--- config.mk ---
export PLATFORM = sky130hd
export DESIGN_NAME = instr_encoder_loader
export DESIGN_NICKNAME = d
export VERILOG_FILES = /design/src/rtl/instr_encoder_loader_pkg.sv /design/src/rtl/instr_encoder_loader_encode_comb.sv /design/src/rtl/instr_encoder_loader.sv
export SDC_FILE = /design/constraint.sdc
export NUM_CORES = 1
export LEC_CHECK = 0
export CAP_MARGIN = 10
export CELL_PAD_IN_SITES_DETAIL_PLACEMENT = 1
export CELL_PAD_IN_SITES_GLOBAL_PLACEMENT = 1
export CORE_ASPECT_RATIO = 0.9
export CORE_UTILIZATION = 39
export DETAILED_ROUTE_END_ITERATION = 12
export PLACE_DENSITY = 0.92
export REMOVE_ABC_BUFFERS = 1
export SYNTH_ARGS = -nofsm -noshare
export SYNTH_HDL_FRONTEND = slang
export SYNTH_SLANG_ARGS = --single-unit
--- constraint.sdc ---
create_clock -name clk -period 3.55 [get_ports clk]
set_input_delay 0.5325 -clock clk [delete_from_list [all_inputs] [get_ports clk]]
set_output_delay 0.5325 -clock clk [all_outputs]
set_load 0.005 [all_outputs]
--- src/rtl/instr_encoder_loader_pkg.sv ---
// Shared encodings for the RV32I program loader: instruction kinds, opcodes and loader FSM states.
package instr_encoder_loader_pkg;

  typedef enum logic [2:0] {
    KIND_LW      = 3'd0,
    KIND_SW      = 3'd1,
    KIND_RTYPE   = 3'd2,
    KIND_BEQ     = 3'd3,
    KIND_ITYPE   = 3'd4,
    KIND_JAL     = 3'd5,
    KIND_JALR    = 3'd6,
    KIND_ILLEGAL = 3'd7
  } kind_e;

  localparam logic [6:0] OP_LOAD   = 7'b0000011;
  localparam logic [6:0] OP_STORE  = 7'b0100011;
  localparam logic [6:0] OP_OP     = 7'b0110011;
  localparam logic [6:0] OP_BRANCH = 7'b1100011;
  localparam logic [6:0] OP_OPIMM  = 7'b0010011;
  localparam logic [6:0] OP_JAL    = 7'b1101111;
  localparam logic [6:0] OP_JALR   = 7'b1100111;

  localparam logic [2:0] F3_WORD = 3'b010;
  localparam logic [2:0] F3_ZERO = 3'b000;
  localparam logic [2:0] F3_SLL  = 3'b001;
  localparam logic [2:0] F3_SRX  = 3'b101;

  typedef enum logic [1:0] {
    ST_IDLE  = 2'd0,
    ST_LOAD  = 2'd1,
    ST_DRAIN = 2'd2,
    ST_DONE  = 2'd3
  } state_e;

  // True when imm[20:lsb] are all copies of one bit, i.e. the value sign-extends from bit lsb.
  function automatic logic upper_bits_equal(input logic [20:0] imm, input int lsb);
    logic signed [20:0] s;
    s = $signed(imm) >>> lsb;
    return (s == '0) || (s == '1);
  endfunction

endpackage

--- src/rtl/instr_encoder_loader_encode_comb.sv ---
// Purely combinational RV32I encoder: instruction kind plus operand fields -> machine word and legality.
module instr_encode_comb
  import instr_encoder_loader_pkg::*;
(
  input  logic [2:0]  kind_i,
  input  logic [4:0]  rd_i,
  input  logic [4:0]  rs1_i,
  input  logic [4:0]  rs2_i,
  input  logic [2:0]  funct3_i,
  input  logic        f7b5_i,
  input  logic [20:0] imm_i,
  output logic [31:0] word_o,
  output logic        range_ok_o,
  output logic        illegal_o
);

  kind_e kind;
  logic  is_shift;

  assign kind     = kind_e'(kind_i);
  assign is_shift = (funct3_i == F3_SLL) || (funct3_i == F3_SRX);

  always_comb begin
    word_o     = '0;
    range_ok_o = 1'b1;
    illegal_o  = 1'b0;
    case (kind)
      KIND_LW: begin
        word_o     = {imm_i[11:0], rs1_i, F3_WORD, rd_i, OP_LOAD};
        range_ok_o = upper_bits_equal(imm_i, 11);
      end
      KIND_SW: begin
        word_o     = {imm_i[11:5], rs2_i, rs1_i, F3_WORD, imm_i[4:0], OP_STORE};
        range_ok_o = upper_bits_equal(imm_i, 11);
      end
      KIND_RTYPE: begin
        word_o = {1'b0, f7b5_i, 5'b00000, rs2_i, rs1_i, funct3_i, rd_i, OP_OP};
      end
      KIND_BEQ: begin
        word_o     = {imm_i[12], imm_i[10:5], rs2_i, rs1_i, F3_ZERO,
                      imm_i[4:1], imm_i[11], OP_BRANCH};
        range_ok_o = upper_bits_equal(imm_i, 12) && !imm_i[0];
      end
      KIND_ITYPE: begin
        // Shifts carry a 5-bit shamt; the upper immediate bits are not part of the word.
        if (is_shift) begin
          word_o = {1'b0, f7b5_i, 5'b00000, imm_i[4:0], rs1_i, funct3_i, rd_i, OP_OPIMM};
        end else begin
          word_o     = {imm_i[11:0], rs1_i, funct3_i, rd_i, OP_OPIMM};
          range_ok_o = upper_bits_equal(imm_i, 11);
        end
      end
      KIND_JAL: begin
        word_o     = {imm_i[20], imm_i[10:1], imm_i[11], imm_i[19:12], rd_i, OP_JAL};
        range_ok_o = !imm_i[0];
      end
      KIND_JALR: begin
        word_o     = {imm_i[11:0], rs1_i, F3_ZERO, rd_i, OP_JALR};
        range_ok_o = upper_bits_equal(imm_i, 11);
      end
      default: begin
        illegal_o = 1'b1;
      end
    endcase
  end

endmodule

--- src/rtl/instr_encoder_loader.sv ---
// Program loader: encodes instruction beats and streams them as sequential instruction-memory writes.
module instr_encoder_loader
  import instr_encoder_loader_pkg::*;
#(
  parameter logic [31:0] BASE_ADDR = 32'h0000_0000,
  parameter int          MAX_WORDS = 64,
  parameter int          CW        = 7
) (
  input  logic          clk,
  input  logic          rst_n,
  input  logic          start,
  input  logic          finish,
  input  logic          in_valid,
  output logic          in_ready,
  input  logic [2:0]    in_kind,
  input  logic [4:0]    in_rd,
  input  logic [4:0]    in_rs1,
  input  logic [4:0]    in_rs2,
  input  logic [2:0]    in_funct3,
  input  logic          in_f7b5,
  input  logic [20:0]   in_imm,
  output logic          wr_valid,
  input  logic          mem_ready,
  output logic [31:0]   wr_addr,
  output logic [31:0]   wr_data,
  output logic          done,
  output logic [CW-1:0] word_count,
  output logic          err_illegal,
  output logic          err_range,
  output logic          err_overflow
);

  state_e        state_q, state_d;
  logic [CW-1:0] acc_q, acc_d;
  logic [CW-1:0] count_q, count_d;
  logic [31:0]   addr_q, addr_d;
  logic [31:0]   data_q, data_d;
  logic          valid_q, valid_d;
  logic          err_ill_q, err_ill_d;
  logic          err_rng_q, err_rng_d;
  logic          err_ovf_q, err_ovf_d;

  logic [31:0] enc_word;
  logic        enc_ok;
  logic        enc_illegal;
  logic        in_load;
  logic        full;
  logic        accept;
  logic        good;
  logic        fire;

  instr_encode_comb u_encode (
    .kind_i     (in_kind),
    .rd_i       (in_rd),
    .rs1_i      (in_rs1),
    .rs2_i      (in_rs2),
    .funct3_i   (in_funct3),
    .f7b5_i     (in_f7b5),
    .imm_i      (in_imm),
    .word_o     (enc_word),
    .range_ok_o (enc_ok),
    .illegal_o  (enc_illegal)
  );

  assign in_load = (state_q == ST_LOAD);
  assign full    = (acc_q == CW'(MAX_WORDS));
  // A restart throws away everything in flight, so no beat is claimed in a start cycle.
  assign in_ready = in_load && !full && (!valid_q || mem_ready) && !start;
  assign accept   = in_valid && in_ready;
  assign good     = accept && enc_ok && !enc_illegal;
  assign fire     = valid_q && mem_ready;

  always_comb begin
    state_d   = state_q;
    acc_d     = acc_q;
    count_d   = count_q;
    addr_d    = addr_q;
    data_d    = data_q;
    valid_d   = valid_q;
    err_ill_d = err_ill_q;
    err_rng_d = err_rng_q;
    err_ovf_d = err_ovf_q;

    case (state_q)
      ST_IDLE:  state_d = ST_IDLE;
      ST_LOAD:  if (finish) state_d = ST_DRAIN;
      ST_DRAIN: if (!valid_q) state_d = ST_DONE;
      ST_DONE:  state_d = ST_DONE;
      default:  state_d = ST_IDLE;
    endcase

    if (fire) begin
      count_d = count_q + CW'(1);
      addr_d  = addr_q + 32'd4;
      valid_d = 1'b0;
    end

    // Rejected beats are consumed but never occupy the output register or a capacity slot.
    if (good) begin
      data_d  = enc_word;
      valid_d = 1'b1;
      acc_d   = acc_q + CW'(1);
    end
    if (accept && enc_illegal) err_ill_d = 1'b1;
    if (accept && !enc_illegal && !enc_ok) err_rng_d = 1'b1;
    if (in_load && full && in_valid && !start) err_ovf_d = 1'b1;

    if (start) begin
      state_d   = ST_LOAD;
      acc_d     = '0;
      count_d   = '0;
      addr_d    = BASE_ADDR;
      data_d    = '0;
      valid_d   = 1'b0;
      err_ill_d = 1'b0;
      err_rng_d = 1'b0;
      err_ovf_d = 1'b0;
    end
  end

  always_ff @(posedge clk or negedge rst_n) begin
    if (!rst_n) begin
      state_q   <= ST_IDLE;
      acc_q     <= '0;
      count_q   <= '0;
      addr_q    <= BASE_ADDR;
      data_q    <= '0;
      valid_q   <= 1'b0;
      err_ill_q <= 1'b0;
      err_rng_q <= 1'b0;
      err_ovf_q <= 1'b0;
    end else begin
      state_q   <= state_d;
      acc_q     <= acc_d;
      count_q   <= count_d;
      addr_q    <= addr_d;
      data_q    <= data_d;
      valid_q   <= valid_d;
      err_ill_q <= err_ill_d;
      err_rng_q <= err_rng_d;
      err_ovf_q <= err_ovf_d;
    end
  end

  assign wr_valid     = valid_q;
  assign wr_addr      = addr_q;
  assign wr_data      = data_q;
  assign done         = (state_q == ST_DONE);
  assign word_count   = count_q;
  assign err_illegal  = err_ill_q;
  assign err_range    = err_rng_q;
  assign err_overflow = err_ovf_q;

endmodule

; ---- Yosys cells after proc, flatten, opt, wreduce, memory -nomap -nowiden
; Index checks and enable logic that the tools add are counted.
[word_totals]
reg_bits = 84
in_bits = 49
output_inout_bits = 77
word_cells = 90
[classes]
addsub = 3
n_eq_ne = 16
muxes = 26
n_reduce_logical = 36
[op_table]
columns = operator, count
row1 = one-hot mux 32 bit (7 select lines), 1
row2 = two-way mux 32 bit, 5
row3 = == test 21 bit (second input constant), 2
row4 = logical NOT 21 bit, 2
row5 = adder 32 x 3 -> 32 bit (second input constant), 1
row6 = two-way mux 7 bit, 4
row7 = adder 7 x 1 -> 7 bit (second input constant), 2
row8 = logical AND 1 bit, 14
row9 = == test 3 bit (second input constant), 4
row10 = two-way mux 1 bit, 11
row11 = nonzero test 2 bit, 5
row12 = one-hot mux 2 bit (4 select lines), 1
row13 = == test 7 bit (second input constant), 1
row14 = OR reduction 7 bit, 1
row15 = == test 3 x 1 -> 1 bit (second input constant), 2
row16 = == test 3 x 2 -> 1 bit (second input constant), 2
row17 = two-way mux 2 bit, 3
row18 = inequality test 3 bit (second input constant), 2
row19 = logical NOT 1 bit, 5
row20 = == test 2 bit (second input constant), 2
row21 = logical OR 1 bit, 4
row22 = one-hot mux 1 bit (4 select lines), 1
row23 = logical NOT 3 bit, 1
row24 = nonzero test 3 bit, 1
row25 = 4 further kinds, 4

; ---- Logic depth before layout (Yosys ltp)
[depth]
ltp_word = 10
mapped_depth = 9
depth_no_buf = 7

; ---- By module
; A second synthesis with hierarchy kept.
[hier_totals]
hier_cells = 501
hier_area_um2 = 4335.4
[by_module_without_submodules]
columns = module, n_inst, cells_per_inst, area_each_um2, seq_area_each_um2
row1 = instr_encoder_loader, 1, 392, 3717.3, 2052.0
row2 = instr_encode_comb, 1, 109, 618.1, 0.0

; ---- Worst setup path before layout
; Ideal clock, no wire load.
[synth_timing]
path_type = input to register
from = input port in_kind[1]
to = register data_q[23], in the netlist wr_data[23]
setup_time_ps = 120
arrival_ps = 2103
required_ps = 3430
path_slack_ps = 1327
stages = 9
path_buffers = 3
path_cell_list = buf_4 > and2b_1 > or4b_1 > o211ai_2 > a22oi_4 > or2_1 > buf_6 > buf_6 > a31o_1
[synth_between]
elab_chain_len = 6
elab_cells_between_ends = 16
cone_classes = eq/ne (6) / mux (4) / reduce/logical (6)
[synth_lines]
columns = item, line
row1 = "start, declared", instr_encoder_loader.sv:15  ; input logic [2:0] in_kind,
row2 = == test 3 x 1 -> 1 bit (tied with other cells), instr_encoder_loader_encode_comb.sv:27  ; case (kind)
row3 = OR reduction 3 bit (no source line), -
row4 = one-hot mux 1 bit (4 select lines), instr_encoder_loader_encode_comb.sv:27
row5 = logical AND 1 bit (2 in series), instr_encoder_loader.sv:70  ; assign good = accept && enc_ok && !enc_illegal;
row6 = nonzero test 2 bit (no source line), -
row7 = "end signal, assigned", instr_encoder_loader.sv:137  ; data_q <= data_d;
row8 = "end, declared", instr_encoder_loader.sv:37  ; logic [31:0] data_q, data_d;
; Several ways; a longest one is shown, not always the timed one. The select of a mux whose other input is x is not followed.
; A chain may end at the register's enable or synchronous reset.

; ---- Final worst setup path
[layout_timing]
from = input port in_imm[13]
to = register data_q[24], in the netlist wr_data[24]
[layout_between]
elab_chain_len = 7
elab_cells_between_ends = 12
cone_classes = eq/ne (2) / mux (2) / reduce/logical (8)
[layout_lines]
columns = item, line
row1 = "start, declared", instr_encoder_loader.sv:21  ; input logic [20:0] in_imm,
row2 = == test 21 bit or logical NOT 21 bit (tied branches), instr_encoder_loader_pkg.sv:39  ; return (s == '0) || (s == '1);
row3 = logical OR 1 bit, instr_encoder_loader_pkg.sv:39
row4 = two-way mux 1 bit or logical AND 1 bit (tied branches), "instr_encoder_loader_encode_comb.sv:46, instr_encoder_loader_encode_comb.sv:42"
row5 = one-hot mux 1 bit (4 select lines) *, instr_encoder_loader_encode_comb.sv:27
row6 = logical AND 1 bit * (2 in series), instr_encoder_loader.sv:70
row7 = nonzero test 2 bit (no source line) *, -
; Every way passes the cells marked *; elsewhere a longest branch is shown, timed or not.

==> flow_summary.toml <==
[status]
status = "completed"

[placed_design]
port_buffers = 123
gp_congestion = 0.882
post_dp_cell_area_sq_um = 5730
dpl.hpwl_mm = 9.79

[floorplan]
fp.dieW_um = 114
die_area_sq_um = 11800
rows = 36
die_h_um = 103
pin_count = 126
start_util_pct = 40.3
core-area_sq_um = 10900

[global_route]
grt_max_degree = 82
grt_use_total_pct = 24.6
grt.overflow.total = 0
grt_pass1_vias = 4336
antenna_found_initial = 0
grt_pass1_wl_mm = 22.4

[power]
pwr-share-seq_pct = 41.3
ir_drop_uv = 390
leakagePower_nw = 2.47
powerDensity_nw_per_um2 = 383
combinationalPowerShare_pct = 12.4
sw_frac_of_total_pct = 23.3
power_switching_mw = 0.542
power.internal_mw = 1.78
power.share.clock_pct = 46.3

[synthesis]
post-synth-top-area-fraction_pct = 45.9
syn_area_sq_um = 4420
synth_edf_count = 0
ys_ff_latch = 81
synth_warnings = 0
ys.flop_type = "dfrtp_1"
synth.distinct_cells = 54
synth_top_area_cell = "dfrtp_1"
synth_cells = 468
avgSynthCellArea_sq_um = 9.43
async_flop_share_pct = 100
ys_seq_area_share_pct = 45.9
synth_area_leaders = "dfrtp_1 (46%), a31o_1 (5.2%), nor2_1 (3.8%)"

[cells_and_area]
drive_above_1_share_pct = 7.18
fillers = 1240
postLayoutCellArea_sq_um = 6070
mostFrequentLayoutCells = "clkdlybuf4s50_1 (121), dfrtp_1 (81), nor2_1 (45), nand2_1 (31)"
syn_to_final_growth_pct = 37.5
antenna_cells = 0
final_common_cell = "clkdlybuf4s50_1"
nNetsFinal = 633

[timing]
fin_setup_tns_ns = 0
setup_viol = 0
period_minus_slack_ns = 2.70
clock_skew_ns = 0.0107
relSlewSlack_pct = 30.5
rsz0062_at_grt = "false"
tightest_slew_ns = 1.04
report.final.slew_viol_count = 0
max_freq_ghz = 0.371
hold_viol_final = 0
finalCritPeriodShare_pct = 76.0

[critical_path]
end_kind = "flop"
cp_common_cell = "buf_4"
cpMaxStageDelayCell = "nor4_1"
startpoint_type = "primary input"
worst-setup-path-type = "in2reg"
worst_ep_required_time_ns = 3.77
cpPeakStageDelay_ns = 0.47
crit_chain = "clkdlybuf4s50_1, nor4_1, nand4_1, or3b_2, a22oi_4, buf_4, or2_1, buf_4, a31o_2"
path_max_fanout = 18
arrival_ns = 2.92

[route]
firstDrtPassIters = 4
vias = 4036
drtAntennaViolNets = 0
drt-wirelength-per-cell_um = 18.7
detail_route.vias_per_cell = 5.48
drt_iter0_markers = 157
finalWirelength_mm = 13.8
drc = 0

[clocking]
cts_tree = "built"
root_buffer = "clkbuf_16"
cts_made_buffers = 9
h-tree-depth = 3
cts.sinks = 81
cts_hold_buf = 0
clock_latency_ns = 0.34
cts_setup_buffers = 0
cts_max_path_buffers = 2
cts.clk_slew.worst_paths_ns = 0.06
cts-resized-gates = 0

[flow_run]
maxCapViolations = 0

[worst_hold_path]
min_path_type = "in2async"
[worst max-delay path, delay by kind of cell]
family          cells  cell delay (ns)
compound gates      2             0.33
buf+inv             3             0.88
simple gates        4             1.16
[routing by layer]
metal | share of wire (%) | GRT usage [%]
met5 | 0 | 0
met4 | 2.3 | 10.8
met1 | 42 | 30.0
met3 | 2.5 | 3.06
met2 | 53 | 44.2
[cell type report]
class                      count  area, sq um  area share [%]
clock buffer                  11          243            4.00
clock inverter                 5          103            1.69
inverter                      14         52.6           0.865
multi-input combinational    340         2150            35.4
sequential                    81         2030            33.4
tap                          152          190            3.13
timing repair buffer         134         1310            21.5
[registers in the layout, summed over array words and instances (netlist names)]
name          cells
err_overflow      1
err_range         1
wr_data          31
wr_addr          30
err_illegal       1
acc_q             7
wr_valid          1
word_count        7
state_q           2
[power by group through the flow]
stage                     Sequential [mW]  Clock [mW]  Combinational, mW
after global routing                0.962        1.13              0.314
after detailed placement            0.976           0              0.287
after global placement              0.976           0              0.275
final                               0.960        1.08              0.289
after CTS                           0.960        1.10              0.290
after floorplan                     0.974           0              0.104
[metrics by stage]
| stage | instances | hold slack (ns) | util, % | worst slack, ns | power [mW] |
|---|---|---|---|---|---|
| floorplan | 435 | 0.237 | - | 0.442 | 1.08 |
| global placement | 721 | 0.478 | 52.3 | 0.619 | 1.25 |
| detailed placement | 721 | 0.492 | 52.3 | 0.511 | 1.26 |
| CTS | 737 | 0.420 | 55.5 | 0.867 | 2.35 |
| global route | 737 | 0.474 | 55.5 | 0.776 | 2.40 |
| finish | 737 | 0.374 | 55.5 | 0.854 | 2.33 |
[Yosys cell counts, types with 10 or more instances]
library cell   n
xor2_1        18
xnor2_1       16
nor3_1        27
nand2b_1      10
nand2_1       31
clkbuf_1      14
o21ai_0       11
a31o_1        26
a21oi_1       27
dfrtp_1       81
nand3_1       17
nor2_1        45
inv_1         14
[path summary, 6_finish.rpt]
check / from / endpoint / slack [ns] / depth (start not counted)
max reg2reg: acc_q[0] / wr_data[22] / 1.03 / 8
max in group asynchronous: rst_n / wr_data[9] / 2.50 / 1
min in group clk: err_range / err_range / 0.50 / 2
min reg2reg: err_range / err_range / 0.50 / 2
min: rst_n / wr_data[4] / 0.37 / 1
max: in_imm[13] / wr_data[24] / 0.85 / 9
[logic make-up (layout without fill, tap and decap cells)]
logic type	after synthesis	in the layout	share of synthesized area (%)
XOR/XNOR	34	34	6.74
other	1	2	0.0849
AND/OR/NAND/NOR	194	194	23.2
buffers and inverters	48	164	5.47
flip-flops	81	81	45.9
adder cells (fa/ha/maj)	4	4	1.13
multiplexers	5	5	1.16
AO/OA/AOI/OAI	101	101	16.3
No activity file was read; power rests on OpenSTA's default activity.
